--- src/rtl/automate_pkg.sv ---
// rtl/automate_pkg.sv - shared types and limits for the x-automaton feeder
//
// Contents:
//   ser_state_t   serializer FSM state {IDLE, SHIFT}
//   SER_WIDTH_MIN smallest legal word width
//   SER_WIDTH_MAX largest legal word width
//   ser_width_ok  elaboration-time range check for a word width

package automate_pkg;

    typedef enum logic {
        IDLE  = 1'b0,
        SHIFT = 1'b1
    } ser_state_t;

    localparam int SER_WIDTH_MIN = 2;
    localparam int SER_WIDTH_MAX = 32;

    function automatic bit ser_width_ok(input int width);
        return (width >= SER_WIDTH_MIN) && (width <= SER_WIDTH_MAX);
    endfunction

endpackage

--- src/rtl/x_hold_buf.sv ---
// rtl/x_hold_buf.sv - one-entry valid/ready holding register for x_serializer
//
// Ports:
//   clk        clock, rising edge
//   res        asynchronous active-low reset
//   din        parallel word offered upstream
//   din_valid  din is presented
//   din_ready  buffer empty; word accepted on din_valid & din_ready
//   take       serializer moves the buffered word into its shift register
//   hold       buffered word
//   hold_full  hold contains a word not yet taken

module x_hold_buf
    import automate_pkg::*;
#(
    parameter int WIDTH = 8
) (
    input  logic             clk,
    input  logic             res,
    input  logic [WIDTH-1:0] din,
    input  logic             din_valid,
    output logic             din_ready,
    input  logic             take,
    output logic [WIDTH-1:0] hold,
    output logic             hold_full
);

    // take is only ever raised while hold_full=1 and accept needs
    // hold_full=0, so the two branches never compete on one edge.
    always_ff @(posedge clk or negedge res) begin
        if (!res) begin
            hold      <= '0;
            hold_full <= 1'b0;
        end else if (take) begin
            hold_full <= 1'b0;
        end else if (din_valid && !hold_full) begin
            hold      <= din;
            hold_full <= 1'b1;
        end
    end

    // Straight from the flop: no path from din_valid or step to din_ready.
    assign din_ready = ~hold_full;

endmodule

--- src/rtl/x_serializer.sv ---
// rtl/x_serializer.sv - parallel-to-serial feeder for the two-bit x automaton
//
// Parameters:
//   WIDTH      bits per word, 2..32
//   LSB_FIRST  0: MSB shifted out first, 1: LSB first
// Ports:
//   clk        clock, rising edge
//   res        asynchronous active-low reset
//   din        parallel word to serialize
//   din_valid  din is presented
//   din_ready  holding buffer empty
//   step       advance enable; current bit consumed on a stepped edge
//   x          serial bit, 0 when no bit is valid
//   x_valid    x carries a data bit
//   word_done  one-cycle pulse after the last bit of a word is consumed
//   busy       x_valid or holding buffer full

module x_serializer
    import automate_pkg::*;
#(
    parameter int WIDTH     = 8,
    parameter int LSB_FIRST = 0
) (
    input  logic             clk,
    input  logic             res,
    input  logic [WIDTH-1:0] din,
    input  logic             din_valid,
    output logic             din_ready,
    input  logic             step,
    output logic             x,
    output logic             x_valid,
    output logic             word_done,
    output logic             busy
);

    if (!ser_width_ok(WIDTH)) begin : g_width_check
        $error("x_serializer: WIDTH must lie within SER_WIDTH_MIN..SER_WIDTH_MAX");
    end

    localparam int            CW       = $clog2(WIDTH);
    localparam logic [CW-1:0] CNT_LAST = CW'(WIDTH - 1);

    ser_state_t       state;
    logic [WIDTH-1:0] sr;
    logic [CW-1:0]    cnt;
    logic [WIDTH-1:0] hold;
    logic             hold_full;
    logic             last_step;
    logic             take;

    // Last bit of the word in sr is being consumed on this edge.
    assign last_step = (state == SHIFT) && step && (cnt == '0);

    // The buffered word moves into sr either from IDLE or straight behind
    // the last bit of the current word, which keeps back-to-back words gapless.
    assign take = hold_full && ((state == IDLE) || last_step);

    x_hold_buf #(
        .WIDTH (WIDTH)
    ) u_hold (
        .clk       (clk),
        .res       (res),
        .din       (din),
        .din_valid (din_valid),
        .din_ready (din_ready),
        .take      (take),
        .hold      (hold),
        .hold_full (hold_full)
    );

    // Move the next bit onto the output end, zero filling behind it.
    function automatic logic [WIDTH-1:0] shift_out(input logic [WIDTH-1:0] v);
        if (LSB_FIRST != 0) begin
            return {1'b0, v[WIDTH-1:1]};
        end else begin
            return {v[WIDTH-2:0], 1'b0};
        end
    endfunction

    always_ff @(posedge clk or negedge res) begin
        if (!res) begin
            state     <= IDLE;
            sr        <= '0;
            cnt       <= '0;
            word_done <= 1'b0;
        end else begin
            word_done <= 1'b0;
            case (state)
                IDLE: begin
                    // step has no meaning here: there is no bit to consume.
                    if (hold_full) begin
                        sr    <= hold;
                        cnt   <= CNT_LAST;
                        state <= SHIFT;
                    end
                end
                SHIFT: begin
                    if (step) begin
                        if (cnt != '0) begin
                            sr  <= shift_out(sr);
                            cnt <= cnt - CW'(1);
                        end else begin
                            word_done <= 1'b1;
                            if (hold_full) begin
                                sr  <= hold;
                                cnt <= CNT_LAST;
                            end else begin
                                sr    <= '0;
                                state <= IDLE;
                            end
                        end
                    end
                end
                default: state <= IDLE;
            endcase
        end
    end

    assign x_valid = (state == SHIFT);
    assign x       = x_valid & ((LSB_FIRST != 0) ? sr[0] : sr[WIDTH-1]);
    assign busy    = x_valid | hold_full;

endmodule

--- config.mk ---
export PLATFORM = sky130hd
export DESIGN_NAME = x_serializer
export DESIGN_NICKNAME = d
export VERILOG_FILES = /design/src/rtl/automate_pkg.sv /design/src/rtl/x_hold_buf.sv /design/src/rtl/x_serializer.sv
export SDC_FILE = /design/constraint.sdc
export NUM_CORES = 1
export LEC_CHECK = 0
export CAP_MARGIN = 20
export CELL_PAD_IN_SITES_DETAIL_PLACEMENT = 1
export CELL_PAD_IN_SITES_GLOBAL_PLACEMENT = 1
export CORE_UTILIZATION = 36
export CTS_CLUSTER_SIZE = 30
export DETAILED_ROUTE_END_ITERATION = 10
export PLACE_DENSITY_LB_ADDON = 0.1
export SKIP_CTS_REPAIR_TIMING = 1
export SLEW_MARGIN = 0
export SYNTH_ARGS = -nofsm -noshare
export SYNTH_HDL_FRONTEND = slang
export SYNTH_SLANG_ARGS = --single-unit
export TNS_END_PERCENT = 5
--- constraint.sdc ---
create_clock -name clk -period 1.35 [get_ports clk]
set_input_delay 0.27 -clock clk [delete_from_list [all_inputs] [get_ports clk]]
set_output_delay 0.27 -clock clk [all_outputs]
set_load 0.01 [all_outputs]
## Yosys cells after proc, flatten, opt, wreduce, memory -nomap -nowiden

Cells that the tools add are included.

| storage, ports and cells | value |
|---|---|
| word-level logic and storage cells | 43 |
| output and inout port bits | 5 |
| input bits | 12 |
| register bits | 22 |

| cells by class | value |
|---|---|
| reduce and logical (&&, ||, !) cells | 11 |
| eq/ne operators | 2 |
| muxes and demuxes | 18 |
| add/sub/neg operators | 1 |
| bitwise operators | 5 |

Operator list:

| cell | number |
|---|---|
| 8-bit 2-to-1 mux | 4 |
| 8-bit one-hot mux with 2 select lines | 1 |
| 3-bit 2-to-1 mux | 3 |
| 1-bit 2-to-1 mux | 8 |
| 3-bit one-hot mux with 2 select lines | 1 |
| 1-bit logical AND | 4 |
| 2-bit AND reduction | 2 |
| 3-bit logical NOT | 1 |
| 1-bit inverter | 3 |
| 3-bit nonzero test | 1 |
| 3-bit by 1-bit subtractor with 3-bit output, second input constant | 1 |
| 2-bit by 1-bit != test with 1-bit output, second input constant | 1 |
| 2-bit != test, second input constant | 1 |
| 1-bit one-hot mux with 2 select lines | 1 |
| 2-bit nonzero test | 1 |
| 1-bit AND | 1 |
| 1-bit logical NOT | 1 |
| 1-bit logical OR | 1 |
| 1-bit bitwise OR | 1 |

## Logic depth before layout (Yosys ltp)

| depth | value |
|---|---|
| depth in word-level cells | 6 |
| gate-level depth with buffers | 6 |
| mapped depth without buffers | 5 |

## By module

From an unflattened synthesis, not the netlist that was laid out.

| unflattened totals | value |
|---|---|
| cells, all modules | 96 |
| area total of the unflattened synthesis | 1047.3 sq um |

By module, submodules not included:

| module | seq. area each (sq um) | cells each | area each (sq um) | instances |
|---|---|---|---|---|
| x_serializer | 325.3 | 75 | 701.9 | 1 |
| x_hold_buf | 225.2 | 21 | 345.3 | 1 |

## Worst setup path before layout

No wires, ideal clock.

| timing path | value |
|---|---|
| path type | flip-flop to flip-flop |
| start | register cnt[0] |
| end | register sr[2] |
| setup time | 0.134 ns |
| path buffers | 1 |
| period minus slack after synthesis | 1.348 ns |
| cell stages (with the launch flop) | 7 |
| data arrival time | 1.214 ns |
| data required time | 1.216 ns |
| setup slack | 0.002 ns |
| path through | dfrtp_1 -> inv_1 -> ha_1 -> and3b_1 -> buf_2 -> o21ai_0 -> a31oi_2 |

| on the way | value |
|---|---|
| longest elaborated chain between the ends | 4 |

Ends and longest elaborated chain:

| element | line | text |
|---|---|---|
| start, declared | x_serializer.sv:45 | `logic [CW-1:0] cnt;` |
| start signal, assigned | x_serializer.sv:101 | `cnt <= cnt - CW'(1);` |
| 3-bit nonzero test | x_serializer.sv:99 | `if (cnt != '0) begin` |
| 8-bit 2-to-1 mux | x_serializer.sv:99 |  |
| 8-bit 2-to-1 mux | x_serializer.sv:98 | `if (step) begin` |
| 8-bit one-hot mux with 2 select lines | x_serializer.sv:88 | `case (state)` |
| end signal, assigned | x_serializer.sv:92 | `sr <= hold;` |
| end signal, assigned | x_serializer.sv:100 | `sr <= shift_out(sr);` |
| end signal, assigned | x_serializer.sv:105 | `sr <= hold;` |
| end, declared | x_serializer.sv:44 | `logic [WIDTH-1:0] sr;` |

No other way between the ends. The select of a mux whose other input is x is not followed.
A chain may end at the register's enable or synchronous reset.

## Worst setup path after layout

| timing path | value |
|---|---|
| start | register state, in the netlist x_valid |
| end | register sr[0] |

| on the way | value |
|---|---|
| longest elaborated chain between the ends | 3 |
| elaborated cells on any way between the ends | 5 |
| classes of those cells | 2 x eq/ne; 1 x mux; 1 x bitwise; 1 x reduce/logical |

Ends and longest elaborated chain:

| element | line | text |
|---|---|---|
| start, declared | x_serializer.sv:43 | `ser_state_t state;` |
| start signal, assigned | x_serializer.sv:82 | `state <= IDLE;` |
| start signal, assigned | x_serializer.sv:94 | `state <= SHIFT;` |
| start signal, assigned | x_serializer.sv:109 | `state <= IDLE;` |
| 1-bit inverter | n/a |  |
| 2-bit by 1-bit != test with 1-bit output (no line) | n/a |  |
| 2-bit AND reduction (no line) | n/a |  |

Several ways; a longest one is shown, not always the timed one.

==> impl_results.html <==
<table>
<tr><th>Metric</th><th>Value</th></tr>
<tr><th colspan="2">Clock tree</th></tr>
<tr><td>H-tree lvl count</td><td>1</td></tr>
<tr><td>CTS root buf</td><td>sky130_fd_sc_hd__clkbuf_4</td></tr>
<tr><td>Clock insertion delay at the later pin of the skew report</td><td>310 ps</td></tr>
<tr><td>Longest Clk Path Bufs</td><td>2</td></tr>
<tr><td>CTS clk-pin slew, worst paths</td><td>130 ps</td></tr>
<tr><td>Clock tree from TritonCTS</td><td>done</td></tr>
<tr><td>Num Clock Sinks</td><td>22</td></tr>
<tr><td>Number of buffers created by CTS</td><td>3</td></tr>
<tr><th colspan="2">Worst setup path</th></tr>
<tr><td>Biggest fanout along the worst timing path</td><td>16</td></tr>
<tr><td>R2r setup slk</td><td>-110 ps</td></tr>
<tr><td>Start of the worst register-to-register path</td><td>x_valid$_DFF_PN0_</td></tr>
<tr><td>Cell count of the worst reg-to-reg path</td><td>6</td></tr>
<tr><td>Crit path DAT</td><td>1670 ps</td></tr>
<tr><td>Crit. End Element</td><td>register</td></tr>
<tr><td>Capture instance of the worst register-to-register path</td><td>sr[0]$_DFFE_PN0P_</td></tr>
<tr><td>Setup CP Type</td><td>register to register</td></tr>
<tr><td>Element type at the critical path start</td><td>register</td></tr>
<tr><td>Required time of the worst setup path</td><td>1550 ps</td></tr>
<tr><th colspan="2">Layout</th></tr>
<tr><td>Fraction of final layout cells with drive strength greater than 1</td><td>0.3359</td></tr>
<tr><td>Utilization after layout</td><td>0.5263</td></tr>
<tr><td>Number of non-filler instances in the completed layout</td><td>162</td></tr>
<tr><td>Antenna diode instance count</td><td>0</td></tr>
<tr><td>Signed area change from the synthesized netlist to the final layout</td><td>37.60%</td></tr>
<tr><td>Layout net count</td><td>146</td></tr>
<tr><th colspan="2">Global routing</th></tr>
<tr><td>Via count of the first global-routing pass</td><td>851</td></tr>
<tr><td>Global-route wire length before repair</td><td>4077 µm</td></tr>
<tr><td>Maximum number of pins on one net before global-route repair</td><td>23</td></tr>
<tr><td>Total routing usage reported by global routing</td><td>0.1687</td></tr>
<tr><td>Global-route congestion overflow total</td><td>0</td></tr>
<tr><td>Antenna violations before repair</td><td>0</td></tr>
<tr><th colspan="2">Place</th></tr>
<tr><td>Input/output buffers</td><td>16</td></tr>
<tr><td>Placed Instances</td><td>156</td></tr>
<tr><td>Total half-perimeter wirelength after legalization and detailed placement</td><td>1772 µm</td></tr>
<tr><td>Global placement routability congestion</td><td>0.7030</td></tr>
<tr><td>Worst Setup Slack post-DPL</td><td>-177.2 ps</td></tr>
<tr><th colspan="2">Logic synthesis</th></tr>
<tr><td>Number of distinct library cell variants in the gate-level netlist after synthesis</td><td>29</td></tr>
<tr><td>Largest area contributor in the synthesized netlist</td><td>sky130_fd_sc_hd__dfrtp_1</td></tr>
<tr><td>Ranking of synthesized cells by instance count</td><td>22 x sky130_fd_sc_hd__dfrtp_1, 8 x sky130_fd_sc_hd__mux2_2, 7 x sky130_fd_sc_hd__nand3_1, 7 x sky130_fd_sc_hd__nor2_1</td></tr>
<tr><td>Prevailing post-synth register cell</td><td>sky130_fd_sc_hd__dfrtp_1</td></tr>
<tr><td>Number of flip-flops and latches in the synthesized netlist</td><td>22</td></tr>
<tr><td>Area share of the largest cell type after synthesis</td><td>0.5219</td></tr>
<tr><td>Proportion of synthesized chip area in sequential cells</td><td>0.5219</td></tr>
<tr><td>Summed instance area of the synthesized netlist</td><td>1055 µm²</td></tr>
<tr><td>Cell with the most instances after synthesis</td><td>sky130_fd_sc_hd__dfrtp_1</td></tr>
<tr><td>Avg Cell Area, Syn</td><td>10.65 µm²</td></tr>
<tr><td>Main area contributors after synthesis</td><td>sky130_fd_sc_hd__dfrtp_1 52%, sky130_fd_sc_hd__mux2_2 8.5%, sky130_fd_sc_hd__nand3_1 3.3%, sky130_fd_sc_hd__a31oi_1 3.0%, sky130_fd_sc_hd__o21ai_1 2.8%</td></tr>
<tr><td>Yosys warnings</td><td>0</td></tr>
<tr><td>Synthesized netlist net count</td><td>113</td></tr>
<tr><td>Async SR Flop Fraction</td><td>1.000</td></tr>
<tr><td>Number of enable flip-flop cells after synthesis</td><td>0</td></tr>
<tr><td>Cell count after synthesis</td><td>99</td></tr>
<tr><th colspan="2">Timing</th></tr>
<tr><td>Final hold violation count</td><td>0</td></tr>
<tr><td>Fin crit period</td><td>1463 ps</td></tr>
<tr><td>Final-layout worst hold slack</td><td>287.5 ps</td></tr>
<tr><td>Max-slew violation count</td><td>0</td></tr>
<tr><td>Period Utilization, post-route</td><td>1.083</td></tr>
<tr><td>Unrepaired setup endpoints after global routing</td><td>true</td></tr>
<tr><td>Largest clock skew in the final design</td><td>8.049 ps</td></tr>
<tr><td>Final setup violating endpoints</td><td>10</td></tr>
<tr><td>Highest Clock Rate</td><td>0.6837 GHz</td></tr>
<tr><td>Worst Setup Slack, final</td><td>-112.7 ps</td></tr>
<tr><td>Worst Max-Slew Pin Slew</td><td>288.4 ps</td></tr>
<tr><td>Max transition margin</td><td>0.8077</td></tr>
<tr><th colspan="2">Floorplan</th></tr>
<tr><td>Die Outline Area</td><td>3151 µm²</td></tr>
<tr><td>Row count</td><td>19</td></tr>
<tr><td>Chip height</td><td>56.13 µm</td></tr>
<tr><td>Initial standard-cell utilization of the core</td><td>0.3825</td></tr>
<tr><td>Core box area</td><td>2758 µm²</td></tr>
<tr><td>Width of the die</td><td>56.13 µm</td></tr>
<tr><td>Top-level port count</td><td>17</td></tr>
<tr><th colspan="2">Job</th></tr>
<tr><td>Number of violations of the max-capacitance limit</td><td>0</td></tr>
<tr><th colspan="2">Routing</th></tr>
<tr><td>Vias post-DR</td><td>874</td></tr>
<tr><td>Per-cell via count in the routed design</td><td>5.395</td></tr>
<tr><td>Total routed wirelength</td><td>2492 µm</td></tr>
<tr><td>Starting DRT DRC Count</td><td>12</td></tr>
<tr><td>Count of antenna-violating nets left after detailed routing</td><td>0</td></tr>
<tr><td>Residual DRC count</td><td>0</td></tr>
<tr><td>Wirelength per Cell</td><td>15.38 µm</td></tr>
<tr><td>Number of detailed-routing iterations run before antenna repair</td><td>4</td></tr>
<tr><th colspan="2">Power and ir drop</th></tr>
<tr><td>Largest voltage drop on the vdd net</td><td>0.8100 mV</td></tr>
<tr><td>Standby leakage power</td><td>0.6590 nW</td></tr>
<tr><td>Power per cell area</td><td>1725 nW/µm²</td></tr>
<tr><td>Total power of the final layout</td><td>2.503 mW</td></tr>
<tr><th colspan="2">Hold path</th></tr>
<tr><td>Path category of the worst min-delay check</td><td>input port to asynchronous set/reset pin</td></tr>
<tr><th colspan="2">Status</th></tr>
<tr><td>Outcome</td><td>finished, violations left</td></tr>
<tr><td>Violated checks</td><td>negative setup slack</td></tr>
</table>
[per-layer routing]
| layer | GRT usage | vias to the layer above | wire [µm] |
|---|---|---|---|
| li1 | - | 409 | - |
| met1 | 0.2247 | 442 | 1148 |
| met2 | 0.2789 | 17 | 1215 |
| met3 | 0.02326 | 6 | 78 |
| met4 | 0.06272 | 0 | 49 |
| met5 | 0 | - | 0 |
[metrics by stage]
step / area (µm²) / TNS, ps
3_5_place_dp: 1333 / -2205
4_1_cts: 1385 / -2256
3_3_place_gp: 1333 / -1852
6_report: 1451 / -736.8
5_1_grt: 1451 / -1391
2_1_floorplan: 1055 / 0
[report_power, final]
| group | leakage [nW] | internal [mW] | switching (mW) |
|---|---|---|---|
| logic | 0.380 | 0.525 | 0.402 |
| clock network | 0.0279 | 0.300 | 0.214 |
| registers | 0.251 | 0.913 | 0.148 |
[kinds of logic after synthesis]
logic type / share of synthesized area
AOI/OAI and AO/OA: 0.1685
adders and majority gates: 0.02372
buffers and inverters: 0.05693
DFF: 0.5219
muxes: 0.09964
and+or+nand+nor: 0.1293
[worst max-delay path by stage]
stage	slack (ps)	endpoint	cells after the start	startpoint
finish	-110	sr[0]$_DFFE_PN0P_	6	x_valid$_DFF_PN0_
global route	-180	sr[0]$_DFFE_PN0P_	6	x_valid$_DFF_PN0_
CTS	-370	busy	3	x_valid$_DFF_PN0_
detailed placement	-180	u_hold.hold[2]$_DFFE_PN0P_	4	din_valid
global placement	-150	u_hold.hold[3]$_DFFE_PN0P_	4	din_valid
floorplan	2	sr[2]$_DFFE_PN0P_	6	cnt[0]$_DFFE_PN0P_
[cell usage in the layout, fill, tap and decap left out, types with 5 or more instances in the layout]
cell type and n:
sky130_fd_sc_hd__nor2_1 7, sky130_fd_sc_hd__clkdlybuf4s50_1 11, sky130_fd_sc_hd__o21ai_1 8, sky130_fd_sc_hd__dfrtp_1 22, sky130_fd_sc_hd__nand2_1 6, sky130_fd_sc_hd__nand3_1 7
sky130_fd_sc_hd__buf_4 14, sky130_fd_sc_hd__a31oi_1 5, sky130_fd_sc_hd__mux2_2 8
[flip-flops by register name, indices dropped and copies added, names as in the netlist]
register / cells
sr: 8
u_hold.hold: 8
cnt: 3
u_hold.hold_full: 1
word_done: 1
x_valid: 1
[area by class of cell]
class / count / area (µm²)
sequential: 22 / 550.5
clock buffer: 3 / 22.52
fill: 309 / 1306
tap: 31 / 38.79
timing repair buffer: 34 / 315.3
multi-input combinational: 66 / 475.5
inverter: 5 / 18.77
clock inverter: 1 / 30.03
[critical path: stages, from the launching register on]
cell,delay [ps]
sky130_fd_sc_hd__dfrtp_1,420
sky130_fd_sc_hd__buf_6,130
sky130_fd_sc_hd__buf_6,110
sky130_fd_sc_hd__buf_6,100
sky130_fd_sc_hd__mux2_4,380
sky130_fd_sc_hd__o211ai_1,110
sky130_fd_sc_hd__o21ai_1,90
No activity file was read; power rests on OpenSTA's default activity.
